==> src/rtl/text_pkg.sv <==
// rtl/text_pkg.sv - shared state encoding, control codes and cursor width for the text cursor sequencer
package text_pkg;

  localparam int CURSOR_W = 5;

  localparam logic [7:0] CC_LF = 8'h0A;
  localparam logic [7:0] CC_CR = 8'h0D;
  localparam logic [7:0] CC_BS = 8'h08;

  typedef enum logic [2:0] {
    ST_IDLE      = 3'd0,
    ST_ISSUE     = 3'd1,
    ST_WAIT_BUSY = 3'd2,
    ST_WAIT_DONE = 3'd3,
    ST_ADVANCE   = 3'd4,
    ST_CTRL      = 3'd5
  } state_t;

  function automatic logic is_ctrl_code(input logic [7:0] code);
    return (code == CC_LF) || (code == CC_CR) || (code == CC_BS);
  endfunction

endpackage

==> src/rtl/text_cursor_pos.sv <==
// rtl/text_cursor_pos.sv - text cursor column/row register with wrap, home and control updates, plus pixel mapping
module text_cursor_pos
  import text_pkg::*;
#(
  parameter int CHAR_W   = 24,
  parameter int CHAR_H   = 27,
  parameter int COLS     = 26,
  parameter int ROWS     = 17,
  parameter int ORIGIN_X = 4,
  parameter int ORIGIN_Y = 3
) (
  input  logic                clk,
  input  logic                arst,
  input  logic                home,
  input  logic                advance,
  input  logic                ctrl_lf,
  input  logic                ctrl_cr,
  input  logic                ctrl_bs,
  output logic [CURSOR_W-1:0] col,
  output logic [CURSOR_W-1:0] row,
  output logic [9:0]          pix_x,
  output logic [9:0]          pix_y
);

  localparam logic [CURSOR_W-1:0] LAST_COL = CURSOR_W'(COLS - 1);
  localparam logic [CURSOR_W-1:0] LAST_ROW = CURSOR_W'(ROWS - 1);
  localparam logic [9:0] CW = 10'(CHAR_W);
  localparam logic [9:0] CH = 10'(CHAR_H);
  localparam logic [9:0] OX = 10'(ORIGIN_X);
  localparam logic [9:0] OY = 10'(ORIGIN_Y);

  logic [CURSOR_W-1:0] row_inc;

  // Next row with wrap to the top; the screen never scrolls
  always_comb begin
    row_inc = (row == LAST_ROW) ? '0 : row + 1'b1;
  end

  // Cursor update: home wins, then glyph advance, then control codes
  always_ff @(posedge clk or posedge arst) begin
    if (arst) begin
      col <= '0;
      row <= '0;
    end else if (home) begin
      col <= '0;
      row <= '0;
    end else if (advance) begin
      if (col == LAST_COL) begin
        col <= '0;
        row <= row_inc;
      end else begin
        col <= col + 1'b1;
      end
    end else if (ctrl_lf) begin
      col <= '0;
      row <= row_inc;
    end else if (ctrl_cr) begin
      col <= '0;
    end else if (ctrl_bs) begin
      col <= (col == '0) ? '0 : col - 1'b1;
    end
  end

  assign pix_x = OX + 10'(col) * CW;
  assign pix_y = OY + 10'(row) * CH;

endmodule

==> src/rtl/text_cursor_sequencer.sv <==
// rtl/text_cursor_sequencer.sv - feeds characters to display_char one glyph at a time; TEXT_CTRL_CHARS_EN enables LF/CR/BS handling
module text_cursor_sequencer
  import text_pkg::*;
#(
  parameter int CHAR_W            = 24,
  parameter int CHAR_H            = 27,
  parameter int COLS              = 26,
  parameter int ROWS              = 17,
  parameter int ORIGIN_X          = 4,
  parameter int ORIGIN_Y          = 3,
  parameter int RASTER_DATA_WIDTH = 16,
  parameter int BUSY_TIMEOUT      = 7
) (
  input  logic                         clk,
  input  logic                         arst,
  input  logic [7:0]                   in_char,
  input  logic [RASTER_DATA_WIDTH-1:0] in_color,
  input  logic                         in_valid,
  output logic                         in_ready,
  input  logic                         home,
  output logic [CURSOR_W-1:0]          cursor_col,
  output logic [CURSOR_W-1:0]          cursor_row,
  output logic [9:0]                   dc_raster_x,
  output logic [9:0]                   dc_raster_y,
  output logic [7:0]                   dc_char_select,
  output logic [RASTER_DATA_WIDTH-1:0] dc_wdata,
  output logic                         dc_start_write,
  input  logic                         dc_busy,
  output logic                         err_timeout
);

  localparam logic [7:0] TO_LAST = 8'(BUSY_TIMEOUT - 1);

  state_t     state, state_nxt;
  logic [7:0] to_cnt;
  logic       accept, do_home, do_adv, do_lf, do_cr, do_bs, timeout_hit;
  logic [9:0] pix_x, pix_y;

  text_cursor_pos #(
    .CHAR_W(CHAR_W), .CHAR_H(CHAR_H), .COLS(COLS), .ROWS(ROWS),
    .ORIGIN_X(ORIGIN_X), .ORIGIN_Y(ORIGIN_Y)
  ) u_pos (
    .clk(clk), .arst(arst), .home(do_home), .advance(do_adv),
    .ctrl_lf(do_lf), .ctrl_cr(do_cr), .ctrl_bs(do_bs),
    .col(cursor_col), .row(cursor_row), .pix_x(pix_x), .pix_y(pix_y)
  );

  // Next-state and handshake decode
  always_comb begin
    state_nxt      = state;
    in_ready       = 1'b0;
    dc_start_write = 1'b0;
    accept         = 1'b0;
    do_home        = 1'b0;
    do_adv         = 1'b0;
    do_lf          = 1'b0;
    do_cr          = 1'b0;
    do_bs          = 1'b0;
    timeout_hit    = 1'b0;
    case (state)
      ST_IDLE: begin
        in_ready = !home;
        do_home  = home;
        if (!home && in_valid) begin
          accept = 1'b1;
`ifdef TEXT_CTRL_CHARS_EN
          state_nxt = is_ctrl_code(in_char) ? ST_CTRL : ST_ISSUE;
`else
          state_nxt = ST_ISSUE;
`endif
        end
      end
      ST_ISSUE: begin
        dc_start_write = 1'b1;
        state_nxt      = ST_WAIT_BUSY;
      end
      ST_WAIT_BUSY: begin
        if (dc_busy) begin
          state_nxt = ST_WAIT_DONE;
        end else if (to_cnt == TO_LAST) begin
          timeout_hit = 1'b1;
          state_nxt   = ST_ADVANCE;
        end
      end
      ST_WAIT_DONE: begin
        if (!dc_busy) state_nxt = ST_ADVANCE;
      end
      ST_ADVANCE: begin
        do_adv    = 1'b1;
        state_nxt = ST_IDLE;
      end
      ST_CTRL: begin
        do_lf     = (dc_char_select == CC_LF);
        do_cr     = (dc_char_select == CC_CR);
        do_bs     = (dc_char_select == CC_BS);
        state_nxt = ST_IDLE;
      end
      default: state_nxt = ST_IDLE;
    endcase
  end

  // State register, busy-rise timeout counter and sticky error
  always_ff @(posedge clk or posedge arst) begin
    if (arst) begin
      state       <= ST_IDLE;
      to_cnt      <= '0;
      err_timeout <= 1'b0;
    end else begin
      state <= state_nxt;
      if (state == ST_ISSUE)          to_cnt <= '0;
      else if (state == ST_WAIT_BUSY) to_cnt <= to_cnt + 1'b1;
      if (timeout_hit) err_timeout <= 1'b1;
    end
  end

  // Request fields are captured at accept and held until IDLE is re-entered
  always_ff @(posedge clk or posedge arst) begin
    if (arst) begin
      dc_raster_x    <= '0;
      dc_raster_y    <= '0;
      dc_char_select <= '0;
      dc_wdata       <= '0;
    end else if (accept) begin
      dc_raster_x    <= pix_x;
      dc_raster_y    <= pix_y;
      dc_char_select <= in_char;
      dc_wdata       <= in_color;
    end
  end

endmodule

==> config.mk <==
export PLATFORM = sky130hd
export DESIGN_NAME = text_cursor_sequencer
export DESIGN_NICKNAME = d
export VERILOG_FILES = /design/src/rtl/text_pkg.sv /design/src/rtl/text_cursor_pos.sv /design/src/rtl/text_cursor_sequencer.sv
export SDC_FILE = /design/constraint.sdc
export NUM_CORES = 1
export LEC_CHECK = 0
export ABC_AREA = 0
export CAP_MARGIN = 20
export CORE_MARGIN = 10
export CORE_UTILIZATION = 42
export CTS_CLUSTER_SIZE = 40
export DETAILED_ROUTE_END_ITERATION = 10
export PLACE_DENSITY = 0.81
export SETUP_SLACK_MARGIN = 0.5
export SYNTH_ARGS = -nofsm -noshare
export SYNTH_HDL_FRONTEND = slang
export SYNTH_SLANG_ARGS = --single-unit
==> constraint.sdc <==
create_clock -name clk -period 5.6 [get_ports clk]
set_input_delay 0.56 -clock clk [delete_from_list [all_inputs] [get_ports clk]]
set_output_delay 0.56 -clock clk [all_outputs]
set_load 0.01 [all_outputs]
; Word-level counts from Yosys, hierarchy flattened
; Cells that the tools add are included.
[op_classes]
eq_ne = 15
reduce_logical = 9
addsub = 6
mul = 2
n_mux = 31
[ops]
columns = cell, n
row1 = $mux 5, 12
row2 = $eq 8x4->1 const B, 3
row3 = $mux 8, 2
row4 = $mux 1, 12
row5 = $mux 3, 4
row6 = $pmux 3 s4, 1
row7 = $add 2x10->10 const A, 1
row8 = $add 3x10->10 const A, 1
row9 = $add 5x1->5 const B, 2
row10 = $eq 5x5->1 const B, 2
row11 = $mul 5x5->10 const B, 1
row12 = $add 8x1->8 const B, 1
row13 = $eq 8x3->1 const B, 1
row14 = $mul 5x2->7 const B, 1
row15 = $eq 3x2->1 const B, 2
row16 = $eq 3x3->1 const B, 2
row17 = $logic_not 5->1, 1
row18 = $reduce_bool 5->1, 1
row19 = $sub 5x1->5 const B, 1
row20 = $ne 2x2->1 const B, 2
row21 = $eq 3x1->1 const B, 1
row22 = $logic_not 3->1, 1
row23 = $ne 3x2->1 const B, 1
row24 = $ne 3x3->1 const B, 1
row25 = other kinds (6), 6
[word_totals]
word_cells = 72
reg_bits = 66

; Logic depth before layout (Yosys ltp)
; Gate-level depths: netlist (run 1).
[depth]
word_depth = 7
depth_mapped = 11
depth_no_buf = 11

; By module
; From an unflattened synthesis (run 1), not the netlist that was laid out.
[unflattened]
cells_unflattened = 349
area_unflattened_um2 = 3926.3
[by_module_without_submodules]
columns = mod, area_per_inst_um2, n_inst, cells_per_inst
row1 = text_cursor_sequencer, 2404.8, 1, 176
row2 = text_cursor_pos, 1521.5, 1, 173

; Worst setup path before layout (run 1)
; OpenSTA, ideal clock, no wires.
[synth_timing]
kind = reg2reg
from = reg u_pos.row[0]
to = reg dc_raster_y[9]
t_arrival_ns = 2.782
required_time_ns = 5.467
path_buffers = 0
setup_slack_ns = 2.685
path_stages_with_launch = 11
cell_sequence = dfrtp_1 inv_1 ha_1 ha_1 fa_1 ha_1 nand3_1 o2111ai_1 o41ai_1 xnor2_1 o21ai_0
[synth_between]
elab_chain_len = 2
[synth_rtl]
columns = element, line
row1 = start: declaration, text_cursor_pos.sv:20  ; output logic [CURSOR_W-1:0] row,
row2 = start signal: assignment, text_cursor_pos.sv:50  ; row <= row_inc;
row3 = start signal: assignment, text_cursor_pos.sv:56  ; row <= row_inc;
row4 = $mul 5x5->10, text_cursor_pos.sv:65  ; assign pix_y = OY + 10'(row) * CH;
row5 = $add 2x10->10, text_cursor_pos.sv:65
row6 = end signal: assignment, text_cursor_sequencer.sv:125  ; dc_raster_y <= pix_y;
row7 = end: declaration, text_cursor_sequencer.sv:24  ; output logic [9:0] dc_raster_y,
; Every way passes these cells.
; A chain may end at the register's enable or synchronous reset.

; Worst setup path after layout (run 1)
; Ends and elaborated chain as after synthesis.

==> out/qor.txt, run 1 <==
STA
---------------------------------------------------------------------------------------
Hold Slack                                                                     460.4 ps
Post-route fraction of the period consumed by the critical path                  0.5652
Max-slew headroom at the worst pin                                               0.5753
Highest achievable clock rate                                                 315.9 MHz
Final hold violations                                                                 0
Transition time of the tightest slew-check pin                                 637.1 ps
Final max-slew violation count                                                        0
Setup violations, final                                                               0
Shortest clock period the worst path allows after layout                        3165 ps
Worst clock skew                                                               11.48 ps
Fin Setup TNS                                                                      0 ps
Unrepaired setup endpoints after global routing                                      no

POWER
---------------------------------------------------------------------------------------
Leakage power total                                                            2.171 nW
Switching share of power                                                         0.4154
Total power after layout                                                       3.110 mW
Pint                                                                           1.818 mW
Logic pwr share                                                                   0.573
IR Drop Worst-Case VDD                                                        0.5115 mV
Ratio of total power to cell area                                          641.1 mW/mm2
Sequential Power Share                                                            0.280
Clock group share of total power                                                  0.147
Reported net switching power                                                   1.292 mW

SYNTHESIS
---------------------------------------------------------------------------------------
Yosys warnings                                                                        0
Unique masters post-synth                                                            52
Most area-consuming cells after synthesis                                  sky130_fd_sc_hd__dfrtp_1 (44%), sky130_fd_sc_hd__ha_1 (13%), sky130_fd_sc_hd__mux2_2 (8.0%), sky130_fd_sc_hd__o21ai_0 (4.6%), sky130_fd_sc_hd__nand2_1 (3.9%)
Syn Area/Cell                                                                 10.60 um2
Synthesized flop and latch total                                                     64
Yosys top cell area share                                                        0.4355
Synthesized instance count                                                          347
Number of synthesized flops with an enable pin                                        0
FFs w/ async S/R, synth                                                           1.000
Post-synthesis cell area                                                   0.003677 mm2
Top cell type by total area after synthesis                                sky130_fd_sc_hd__dfrtp_1
Prevailing post-synth register cell                                        sky130_fd_sc_hd__dfrtp_1
Portion of the post-synthesis area used by sequential elements                   0.4355

RUN STATUS
---------------------------------------------------------------------------------------
Outcome                                                                    finished clean

FLOORPLAN
---------------------------------------------------------------------------------------
Die Span Y                                                                     113.6 um
Core Box Area                                                              0.008636 mm2
Initial core utilization                                                         0.4258
IO Count                                                                             86
Die footprint                                                               0.01290 mm2
Std-Cell Rows                                                                        34
Die Wd                                                                         113.6 um

CLOCK TREE
---------------------------------------------------------------------------------------
# resized after CTS                                                                   0
Insertion delay of the later-clocked pin in the worst-skew pair                  350 ps
Maximum buffer depth of the clock tree                                                2
CTS H-Tree Depth                                                                      3
Setup repair bufs after CTS                                                           0
Sink count of the clock tree                                                         64
CTS tree                                                                          built
Clock-pin slew on the worst setup and hold paths                                  80 ps
Number of buffers inserted during clock tree synthesis                                9
Number of buffers added to fix hold violations after cts                              0
CTS Root Buffer Type                                                       sky130_fd_sc_hd__clkbuf_8

LAYOUT
---------------------------------------------------------------------------------------
Area growth from synthesis to final layout                                       31.92%
Multi-input gate area in the final layout                                  0.001939 mm2
Most common cell after layout, fill and taps aside                         sky130_fd_sc_hd__clkdlybuf4s50_1
Final Non-Filler Cells                                                              546
Fraction of the core area covered by cells at the end of the flow                0.5617
Most frequent cells in the layout                                          sky130_fd_sc_hd__clkdlybuf4s50_1 (83), sky130_fd_sc_hd__dfrtp_1 (64), sky130_fd_sc_hd__ha_1 (38)
Filler Cells Inserted                                                               727
Share of cells above drive strength 1                                            0.1370
Number of diodes added for antenna fixing                                             0
Total area of sequential cells                                             0.001602 mm2
Net count of the finished layout                                                    503

CRITICAL PATH
---------------------------------------------------------------------------------------
Crit-path max cell delay                                                         540 ps
Most frequent cell on the critical path                                    sky130_fd_sc_hd__ha_1
Reg2reg start                                                              u_pos.row[0]$_DFFE_PP0P_
Critical path's slowest cell                                               sky130_fd_sc_hd__dfrtp_1
Critical Path Source Type                                                          flop
Reg-to-reg setup timing slack                                                   2430 ps
Highest fanout seen on the critical path                                             10
CP Cell Sequence                                                           ha_1 -> inv_1 -> fa_1 -> inv_1 -> ha_1 -> ha_1 -> nand3_1 -> o2111ai_1 -> o41ai_1 -> xnor2_1 -> o21ai_0
Critical path class                                                          reg -> reg
Worst EP arrival                                                                3380 ps
Critical path endpoint category                                                    flop
Setup crit start                                                           u_pos.row[0]$_DFFE_PP0P_
Data required time at the worst endpoint                                        5810 ps

PLACEMENT
---------------------------------------------------------------------------------------
Weighted congestion at the end of routability-driven global placement            0.8560
Post-detailed-placement half-perimeter wirelength                               6731 um
Count of input and output buffers                                                    83
# placed instances                                                                  529

DRT
---------------------------------------------------------------------------------------
Met2 routed WL                                                                  4480 um
Via count normalized by instance count                                            5.308
Number of violations reported at the end of detailed-routing iteration 0             96
Count of nets left with antenna violations after detail routing                       0
Metal3 WL                                                                        628 um
Metal1 wirelength                                                               3717 um
Detailed-route wire length per cell                                            16.47 um
Vias after detailed routing                                                        2898
Max Used Layer                                                                     met4
Drt first pass iters                                                                  4
DR DRC count                                                                          0
Final WL                                                                        8991 um

GRT
---------------------------------------------------------------------------------------
Number of antenna violations at the first check in global routing                     0
Total global routing overflow                                                         0
Global-route wire length before repair                                         15280 um
Maximum number of pins on one net before global-route repair                         58
Number of global-route vias before repair                                          3118
Total track usage                                                                0.1427

HOLD PATH
---------------------------------------------------------------------------------------
Tightest Hold Check Type                                                    in -> async

JOB
---------------------------------------------------------------------------------------
Number of max-cap violations                                                          0

## power by group through the flow
stage / registers (mW) / logic, mW / clock network [mW]
finish: 0.869 / 1.78 / 0.458
global route: 0.900 / 2.01 / 0.489
CTS: 0.868 / 1.80 / 0.465
detailed placement: 0.872 / 1.78 / 0
global placement: 0.858 / 1.72 / 0
floorplan: 0.907 / 1.05 / 0
## synth_stat cells, types with 2 or more instances
| cell | count |
|---|---|
| sky130_fd_sc_hd__dfrtp_1 | 64 |
| sky130_fd_sc_hd__ha_1 | 38 |
| sky130_fd_sc_hd__nand2_1 | 38 |
| sky130_fd_sc_hd__o21ai_0 | 34 |
| sky130_fd_sc_hd__mux2_2 | 26 |
| sky130_fd_sc_hd__inv_1 | 23 |
| sky130_fd_sc_hd__nor2_1 | 17 |
| sky130_fd_sc_hd__a21oi_1 | 11 |
| sky130_fd_sc_hd__xor2_1 | 9 |
| sky130_fd_sc_hd__a31oi_1 | 6 |
| sky130_fd_sc_hd__nand3_1 | 6 |
| sky130_fd_sc_hd__xnor2_1 | 6 |
| sky130_fd_sc_hd__clkbuf_1 | 4 |
| sky130_fd_sc_hd__nor3_1 | 4 |
| sky130_fd_sc_hd__a211oi_1 | 3 |
| sky130_fd_sc_hd__a21o_1 | 3 |
| sky130_fd_sc_hd__buf_2 | 3 |
| sky130_fd_sc_hd__buf_4 | 3 |
| sky130_fd_sc_hd__fa_1 | 3 |
| sky130_fd_sc_hd__mux2i_1 | 3 |
| sky130_fd_sc_hd__nand4_1 | 3 |
| sky130_fd_sc_hd__o21bai_1 | 3 |
| sky130_fd_sc_hd__or3b_2 | 3 |
| sky130_fd_sc_hd__and3_1 | 2 |
| sky130_fd_sc_hd__nor4_1 | 2 |
| sky130_fd_sc_hd__o21a_1 | 2 |
| sky130_fd_sc_hd__o31ai_1 | 2 |
| sky130_fd_sc_hd__o31ai_2 | 2 |
## flip-flops by register name, summed over array words and instances, names as in the netlist
register and count:
dc_wdata 16, dc_raster_y 10, dc_char_select 8, dc_raster_x 8, to_cnt 8, u_pos.col 5
u_pos.row 5, state 3, err_timeout 1
## per-stage QoR
step                      instance area [um2]  worst slack, ps
after floorplan                          3681             2685
after global placement                   4601             2576
after detailed placement                 4601             2436
after CTS                                4831             2411
after global routing                     4851             2221
final                                    4851             2435
## cell families after synthesis
family                   after synthesis  share of synthesized area
flip-flops                            64                     0.4355
other                                  1                   0.001020
AND/OR/NAND/NOR                       86                     0.1191
multiplexers                          29                    0.08779
AO/OA/AOI/OAI                         77                     0.1364
buffers and inverters                 34                    0.03878
adder cells (fa/ha/maj)               41                     0.1456
XOR/XNOR                              15                    0.03573
## final cells by class
class	count	share of cell area
clock buffers	10	0.02837
clock inverters	6	0.01909
inverters	23	0.01780
multi-input cells	250	0.3998
flip-flops and latches	64	0.3302
well taps	108	0.02786
repair buffers	85	0.1769
## worst max-delay path: cells and delay by family (launching register included)
family / cells / cell delay [ps]
adder cells (fa/ha/maj): 4 / 1480
AO/OA/AOI/OAI: 3 / 580
flip-flops: 1 / 540
XOR/XNOR: 1 / 160
buffers and inverters: 2 / 150
AND/OR/NAND/NOR: 1 / 120
## routing by layer
layer / GRT usage / up-vias
li1: - / 1391
met1: 0.1665 / 1411
met2: 0.2333 / 81
met3: 0.05669 / 15
met4: 0.04822 / 0
met5: 0 / -
## final timing paths
path / cells past startpoint / endpoint
max in group asynchronous: 3 / dc_raster_x[5]$_DFFE_PP0P_
hold / removal: 2 / dc_wdata[10]$_DFFE_PP0P_
min in group clk: 1 / dc_raster_x[2]$_DFFE_PP0P_
hold reg to reg: 1 / dc_raster_x[2]$_DFFE_PP0P_
setup reg to reg: 11 / dc_raster_y[9]$_DFFE_PP0P_
setup / recovery: 11 / dc_raster_y[9]$_DFFE_PP0P_
Note: power is estimated with default switching activity, not from simulation.
==> run 2: changes to the inputs <==
- clock period: 5.6 -> 3.2 ns (I/O delays scaled with it)
==> out/qor.txt, run 2 (same netlist as run 1, synthesis figures left out) <==
LAYOUT
---------------------------------------------------------------------------------------
Most frequent cells in the layout                                          sky130_fd_sc_hd__clkdlybuf4s50_1 (83), sky130_fd_sc_hd__dfrtp_1 (60), sky130_fd_sc_hd__nand2_1 (36)
Multi-input gate area in the final layout                                  0.002102 mm2
Share of cells above drive strength 1                                            0.2084
Fraction of the core area covered by cells at the end of the flow                0.5897
Total area of sequential cells                                             0.001607 mm2
Area growth from synthesis to final layout                                       38.48%
Net count of the finished layout                                                    518
Post-route standard cell area excluding fillers                            0.005092 mm2
Final Non-Filler Cells                                                              559
Largest register FFs                                                                 16
Most common cell after layout, fill and taps aside                         sky130_fd_sc_hd__clkdlybuf4s50_1
Leading registers by flop count                                            dc_wdata (16), dc_raster_y (10)
Number of diodes added for antenna fixing                                             0
Filler Cells Inserted                                                               700
Largest register by flop count                                                 dc_wdata

PLACEMENT
---------------------------------------------------------------------------------------
# placed instances                                                                  533
Dpl ws                                                                         335.7 ps
Weighted congestion at the end of routability-driven global placement            0.8562
Post-detailed-placement half-perimeter wirelength                               6958 um
Count of input and output buffers                                                    83
Placement-stage cell area                                                  0.004711 mm2

STA
---------------------------------------------------------------------------------------
Final hold violations                                                                 0
Unrepaired setup endpoints after global routing                                     yes
Setup violations, final                                                               0
Worst clock skew                                                               9.864 ps
Max-slew headroom at the worst pin                                               0.5075
Shortest clock period the worst path allows after layout                        2763 ps
Fin Setup TNS                                                                      0 ps
Hold Slack                                                                     415.2 ps
Post-route fraction of the period consumed by the critical path                  0.8633
Final max-slew violation count                                                        0
Highest achievable clock rate                                                 362.0 MHz
Setup slack of the critical path after layout                                  437.4 ps
Transition time of the tightest slew-check pin                                 737.7 ps

POWER
---------------------------------------------------------------------------------------
Leakage power total                                                            2.241 nW
Clock group share of total power                                                  0.120
Switching share of power                                                         0.4069
Total power after layout                                                       6.139 mW
Sequential Power Share                                                            0.245
Reported net switching power                                                   2.498 mW
Logic pwr share                                                                   0.636
Ratio of total power to cell area                                           1206 mW/mm2
Pint                                                                           3.641 mW
IR Drop Worst-Case VDD                                                         1.283 mV

CRITICAL PATH
---------------------------------------------------------------------------------------
Reg2reg start                                                              u_pos.row[1]$_DFFE_PP0P_
Data required time at the worst endpoint                                        3420 ps
Critical path endpoint category                                                    flop
Critical path class                                                          reg -> reg
Worst reg2reg path depth                                                             11
Reg-to-reg setup timing slack                                                    440 ps
Critical Path Source Type                                                          flop
Critical path's slowest cell                                               sky130_fd_sc_hd__fa_1
Largest delay share family, worst path                                      adder cells
Worst EP arrival                                                                2990 ps
Highest fanout seen on the critical path                                              6
End of the worst register-to-register path                                 dc_raster_y[9]$_DFFE_PP0P_
CP Cell Sequence                                                           ha_4 -> inv_2 -> fa_1 -> inv_2 -> ha_4 -> ha_4 -> nand2_4 -> o2111ai_4 -> o41ai_4 -> xnor2_1 -> o21ai_1
Crit-path max cell delay                                                         490 ps
Buffers plus inverters on the worst setup path                                        2
Most frequent cell on the critical path                                    sky130_fd_sc_hd__ha_4

GRT
---------------------------------------------------------------------------------------
Total global routing overflow                                                         0
Maximum number of pins on one net before global-route repair                         39
Number of global-route vias before repair                                          2899
Total track usage                                                                0.1371
Number of antenna violations at the first check in global routing                     0
Global-route wire length before repair                                         14410 um

DRT
---------------------------------------------------------------------------------------
Count of nets left with antenna violations after detail routing                       0
Detailed-route wire length per cell                                            16.56 um
Drt first pass iters                                                                  4
DR DRC count                                                                          0
Via count normalized by instance count                                            5.206
Vias after detailed routing                                                        2910
Final WL                                                                        9257 um
Number of violations reported at the end of detailed-routing iteration 0            119

CLOCK TREE
---------------------------------------------------------------------------------------
Sink count of the clock tree                                                         64
Number of buffers inserted during clock tree synthesis                                9
Clock-pin slew on the worst setup and hold paths                                  70 ps
CTS Root Buffer Type                                                       sky130_fd_sc_hd__clkbuf_8
Maximum buffer depth of the clock tree                                                2
CTS H-Tree Depth                                                                      3
Insertion delay of the later-clocked pin in the worst-skew pair                  350 ps
CTS tree                                                                          built
Number of buffers added to fix hold violations after cts                              0

FLOORPLAN
---------------------------------------------------------------------------------------
Die Wd                                                                         113.6 um
Die Span Y                                                                     113.6 um
Std-Cell Rows                                                                        34
Core Box Area                                                              0.008636 mm2
Initial core utilization                                                         0.4258
IO Count                                                                             86
Die footprint                                                               0.01290 mm2

HOLD PATH
---------------------------------------------------------------------------------------
Tightest Hold Check Type                                                    in -> async

JOB
---------------------------------------------------------------------------------------
Number of max-cap violations                                                          0

RUN STATUS
---------------------------------------------------------------------------------------
Outcome                                                                    finished clean

[run 2: cell types whose count changed in the layout (fill, tap and decap cells not counted), sizes merged]
| cell | previous run | this run |
|---|---|---|
| buf | 2 | 17 |
| clkinv | 2 | 1 |
| clkinvlp | 2 | 1 |
[run 2: how the worst max path moves through the flow]
stage	start	to	cells past startpoint
global placement	u_pos.row[2]$_DFFE_PP0P_	dc_raster_y[9]$_DFFE_PP0P_	11
finish	u_pos.row[1]$_DFFE_PP0P_	dc_raster_y[9]$_DFFE_PP0P_	11
global route	u_pos.row[1]$_DFFE_PP0P_	dc_raster_y[8]$_DFFE_PP0P_	11
floorplan	u_pos.row[2]$_DFFE_PP0P_	dc_raster_y[9]$_DFFE_PP0P_	11
CTS	u_pos.row[0]$_DFFE_PP0P_	dc_raster_y[9]$_DFFE_PP0P_	10
detailed placement	u_pos.row[0]$_DFFE_PP0P_	dc_raster_y[9]$_DFFE_PP0P_	11
[run 2: timing repair]
action,4_1_cts,5_1_grt
setup buffers,5,7
setup endpoints to repair,3,4
endpoints found under the hold margin,0,0
pin swaps,5,14
resized for setup,5,18
[run 2: final cells by class]
class / count / area share
tap: 108 / 0.02654
clock inverter: 4 / 0.01425
sequential: 64 / 0.3155
clock buffer: 10 / 0.02506
inverter: 23 / 0.01695
multi-input combinational: 250 / 0.4128
timing repair buffer: 100 / 0.1889
[run 2: power by group through the flow]
stage                     logic [mW]  clock network, mW  registers, mW
after detailed placement        3.36                  0           1.53
after floorplan                 2.07                  0           1.60
after CTS                       3.51              0.757           1.50
after global placement          3.26                  0           1.50
after global routing            4.28              0.791           1.55
final                           3.90              0.734           1.50
[run 2: worst register-to-register path: cells and delay by family, from the launching register on]
| family | cells | cell delay [ps] |
|---|---|---|
| flops | 1 | 480 |
| buf+inv | 2 | 80 |
| compound gates | 3 | 570 |
| fa+ha+maj | 4 | 1290 |
| simple gates | 1 | 70 |
| xor+xnor | 1 | 150 |
[run 2: metal layers]
layer | GRT usage | vias up | routed length [um]
li1 | - | 1423 | -
met1 | 0.1462 | 1434 | 3603
met2 | 0.2505 | 43 | 5184
met3 | 0.04409 | 10 | 358
met4 | 0.04146 | 0 | 111
met5 | 0 | - | 0
